<file path="src/rtl/rf_wb_arb.sv">
// rtl/rf_wb_arb.sv - RF write-port arbiter and busy scoreboard; RF_WB_RR_EN selects round-robin over fixed priority
module rf_wb_arb #(
    parameter int NSRC = 3,
    parameter int AW   = 5,
    parameter int DW   = 32
) (
    input  logic               clk,
    input  logic               rst_n,
    input  logic [NSRC-1:0]    req,
    input  logic [NSRC*AW-1:0] req_addr,
    input  logic [NSRC*DW-1:0] req_data,
    output logic [NSRC-1:0]    gnt,
    input  logic               iss_valid,
    input  logic [AW-1:0]      iss_addr,
    input  logic [AW-1:0]      chk_addr0,
    input  logic [AW-1:0]      chk_addr1,
    output logic               hazard,
    output logic [31:0]        busy,
    output logic               iss_conflict,
    output logic               we,
    output logic [AW-1:0]      dst_addr,
    output logic [DW-1:0]      dst
);

    localparam int SW = (NSRC > 1) ? $clog2(NSRC) : 1;

    logic [SW-1:0] win;
    logic [SW-1:0] cand;
    logic          found;
    logic          accept;
    logic [AW-1:0] acc_addr;
    logic [DW-1:0] acc_data;
    logic [31:0]   busy_nxt;
    logic          iss_live;

`ifdef RF_WB_RR_EN
    logic [SW-1:0] ptr;

    always_ff @(posedge clk) begin
        if (!rst_n) begin
            ptr <= '0;
        end else if (accept) begin
            ptr <= (int'(win) == NSRC - 1) ? '0 : win + 1'b1;
        end
    end
`endif

    // Priority search; in round-robin mode it starts at the pointer and wraps.
    always_comb begin
        win   = '0;
        cand  = '0;
        found = 1'b0;
        for (int k = 0; k < NSRC; k++) begin
`ifdef RF_WB_RR_EN
            cand = SW'((int'(ptr) + k) % NSRC);
`else
            cand = SW'(k);
`endif
            if (!found && req[cand]) begin
                found = 1'b1;
                win   = cand;
            end
        end
        accept = found & rst_n;
        gnt    = '0;
        if (accept) begin
            gnt[win] = 1'b1;
        end
    end

    assign acc_addr = req_addr[win*AW +: AW];
    assign acc_data = req_data[win*DW +: DW];
    assign iss_live = iss_valid && (iss_addr != '0);

    // A new issue overrides a retiring write to the same register.
    always_comb begin
        busy_nxt = busy;
        if (accept) begin
            busy_nxt[acc_addr] = 1'b0;
        end
        if (iss_live) begin
            busy_nxt[iss_addr] = 1'b1;
        end
        busy_nxt[0] = 1'b0;
    end

    always_ff @(posedge clk) begin
        if (!rst_n) begin
            we           <= 1'b0;
            dst_addr     <= '0;
            dst          <= '0;
            busy         <= '0;
            iss_conflict <= 1'b0;
        end else begin
            we           <= accept && (acc_addr != '0);
            busy         <= busy_nxt;
            iss_conflict <= iss_live && busy[iss_addr];
            if (accept) begin
                dst_addr <= acc_addr;
                dst      <= acc_data;
            end
        end
    end

    assign hazard = ((chk_addr0 != '0) && busy[chk_addr0]) ||
                    ((chk_addr1 != '0) && busy[chk_addr1]);

endmodule

</file>
<file path="config.mk">
export PLATFORM = sky130hd
export DESIGN_NAME = rf_wb_arb
export DESIGN_NICKNAME = d
export VERILOG_FILES = /design/src/rtl/rf_wb_arb.sv
export SDC_FILE = /design/constraint.sdc
export NUM_CORES = 1
export LEC_CHECK = 0
export CAP_MARGIN = 20
export CORE_MARGIN = 1
export CORE_UTILIZATION = 55
export DETAILED_ROUTE_END_ITERATION = 10
export DONT_BUFFER_PORTS = 1
export PLACE_DENSITY = 0.7
export SYNTH_ARGS = -nofsm -noshare
export SYNTH_HDL_FRONTEND = slang
export SYNTH_SLANG_ARGS = --single-unit
</file>
<file path="constraint.sdc">
create_clock -name clk -period 4 [get_ports clk]
set_clock_uncertainty 0.15 [all_clocks]
set_input_delay 0.2 -clock clk [delete_from_list [all_inputs] [get_ports clk]]
set_output_delay 0.2 -clock clk [all_outputs]
set_load 0.01 [all_outputs]
</file>
==> key figures <==
Run status
  • Status: finished clean

Timing
  • Hold Vio Cnt, Final: 0
  • Worst slew pin tran: 1092 ps
  • Tmin final: 2320 ps
  • Max Fclk: 0.4311 GHz
  • Normalized max-slew margin: 0.2720
  • Period utilization: 0.5799
  • RSZ-0062 raised after global routing: false
  • Setup TNS: 0 ps
  • Max Slew Vio Count: 0
  • Endpoints failing setup: 0
  • Fin Hold WS: 3.274 ps

GRT
  • Total global routing overflow: 0
  • Initial antenna violation count: 0
  • Largest net degree at the start of global routing: 40
  • Vias in the first global route: 3867
  • Total track usage: 0.3251
  • Global-route wire length before repair: 19310 um

Worst setup path
  • Critical Path RT: 3650 ps
  • CP delay by family, top: multiplexers
  • CP bufs+invs: 0
  • FF-to-FF setup slack: 1760 ps
  • CP arrival: 1970 ps
  • Max incr delay on CP: 490 ps
  • Crit end category: output port
  • Worst reg2reg path depth: 5
  • R2R Path End: iss_conflict
  • Crit path launch type: register
  • R2r startpoint: busy[7]
  • CP Cell Sequence: mux4_2 -> mux2i_1 -> nor3b_1 -> a311oi_1 -> nand4_1
  • CP Max Fanout: 5
  • Crit Path Category: register to output port
  • Critical-path top delay cell: mux4_2

Min path
  • HP Start: req_data[89]
  • HP Class: input pin to register
  • WHS Endpoint: dst[25]
  • Hold path depth: 3

Clocking
  • CTS tree: built
  • Clock Pin Slew Worst Setup and Hold Paths: 80 ps
  • H-tree Lvls: 3
  • Cts bufs inserted: 9
  • Root buffer cell: clkbuf_8
  • CTS Sinks: 70
  • Worst-Skew Late Latency: 330 ps
  • Clock Path Buffers: 2

Power
  • Cell Pwr Density: 343.3 nW/um^2
  • Reg power frac: 0.457
  • Switch share: 0.2537
  • Combinational power share: 0.150
  • Clk pwr share: 0.393
  • Int Pwr: 1.271 mW
  • LEAKAGE: 1.711 nW
  • Switching pwr: 431.9 uW
  • Worst vdd ir: 0.0002117 V

Final layout
  • Inserted Diodes: 0
  • Area Growth Syn to Fin: 18.97%
  • Layout cells sized above 1: 0.1263
  • Final nets: 619
  • Final core utilization: 0.6800
  • Layout Cells excl Fill: 590

Route
  • Met1 wire length: 5011 um
  • DRC Markers: 0
  • DR vias/cell: 6.925
  • Pre-antenna DRT Iters: 5
  • Post-Route WL: 13310 um
  • DR WL/cell: 22.55 um
  • Vias: 4086
  • Antenna viol nets, final: 0
  • Met3 routed WL: 1179 um
  • Top sig layer: met4
  • Iter 0 DRT Violations: 253
  • Routed wl met2: 6709 um

Yosys
  • Post-synthesis sequential area ratio: 0.3362
  • Top cells by count, synth: 70 x dfxtp_1, 46 x nand2_1, 36 x o21ai_0
  • Syn Nets: 589
  • Top cell type's share of synthesized area: 0.3362
  • Ys flop type: dfxtp_1
  • Number of enable flip-flop cells after synthesis: 0
  • #FFs+latches synth: 70
  • Yosys cell types: 60
  • Post-Syn Area per Cell: 9.120 sq um
  • Synth Instances: 457
  • Top cells by area, synth: dfxtp_1 34%, mux4_2 9.7%, a32o_1 7.2%, a22o_1 6.1%, o21ai_0 4.3%
  • Mapped Area: 4168 sq um
  • Cell type with the highest aggregate area in the netlist: dfxtp_1
  • Ys async rst share: 0
  • Count leader, synth: dfxtp_1
  • Synth Warn #: 0

Placement
  • # placed instances: 524
  • Dpl hpwl: 9214 um
  • Port Buffers: 0
  • RePlAce Congestion: 0.8640

Die
  • FP Rows: 31
  • Full die area: 7930 sq um
  • Die Wd: 89.05 um
  • # IOs: 207
  • Core area: 7292 sq um
  • Initial Utilization: 0.5716
  • Die H: 89.05 um

Flow run
  • Max-cap viol count: 0
how the worst max path moves through the flow:
stage / endpoint / slack, ps / startpoint / cells past startpoint
2_1_floorplan: busy[10] / 1970 / req_addr[10] / 5
3_3_place_gp: busy[28] / 1850 / req_addr[10] / 5
3_5_place_dp: busy[12] / 1840 / req_addr[10] / 5
4_1_cts: hazard / 1670 / busy[10] / 5
5_1_grt: hazard / 1580 / busy[15] / 5
6_report: hazard / 1680 / busy[15] / 5
layer usage:
metal,GRT usage,up-vias
li1,-,1845
met1,0.3775,1963
met2,0.5692,243
met3,0.09326,35
met4,0.1255,0
met5,0,-
layout make-up:
class / instances / area, sq um
Inverter: 4 / 15.01
Clock inverter: 6 / 111.4
Timing Repair Buffer: 55 / 565.5
Clock buffer: 9 / 123.9
Tap cell: 99 / 123.9
Fill cell: 609 / 2333
Sequential cell: 70 / 1401
Multi-Input combinational cell: 347 / 2618
power groups by stage:
stage	combinational, mW	sequential, mW	clock, mW
floorplan	0.181	0.781	0
global placement	0.188	0.793	0
detailed placement	0.193	0.793	0
CTS	0.245	0.777	0.678
global route	0.278	0.781	0.715
finish	0.256	0.777	0.669
cells in the final DEF, fill, tap and decap left out, drive strengths merged, types with 11 or more instances in the layout:
cell type,netlist,routed
nor2b,11,11
a21oi,34,34
mux4,18,18
a22o,29,29
nor2,17,17
dlygate4sd3,0,48
nand4,14,14
nor3b,12,12
nand2,46,46
o21ai,36,36
a32o,30,30
dfxtp,70,70
cell families after synthesis:
logic type / synth area share
AO/OA/AOI/OAI: 0.2957
AND/OR/NAND/NOR: 0.2008
flip-flops: 0.3362
buffers and inverters: 0.03843
multiplexers: 0.1279
other: 0.0008998
registers in the layout, indices dropped and copies added, names as in the netlist:
register / count
we: 1
dst: 32
dst_addr: 5
iss_conflict: 1
busy: 31
through the flow:
stage / power, mW / cell area, sq um / setup slack, ps
2_1_floorplan: 0.9622 / 4168 / 1973
3_3_place_gp: 0.9807 / 4188 / 1854
3_5_place_dp: 0.9859 / 4188 / 1839
4_1_cts: 1.701 / 4923 / 1674
5_1_grt: 1.774 / 4959 / 1579
6_report: 1.702 / 4959 / 1680
what timing repair did:
item	CTS	global route
setup buffers	0	0
hold buffers	49	0
hold endpoints to repair	68	0
resized for setup	0	0
worst reg2reg max path, cell delays in order (launching register included):
cell and delay [ps]:
dfxtp_1 400, mux4_2 510, a22oi_1 200, and4_1 220, a211oi_1 60, dlygate4sd3_1 600
No activity file was read; power rests on OpenSTA's default activity.
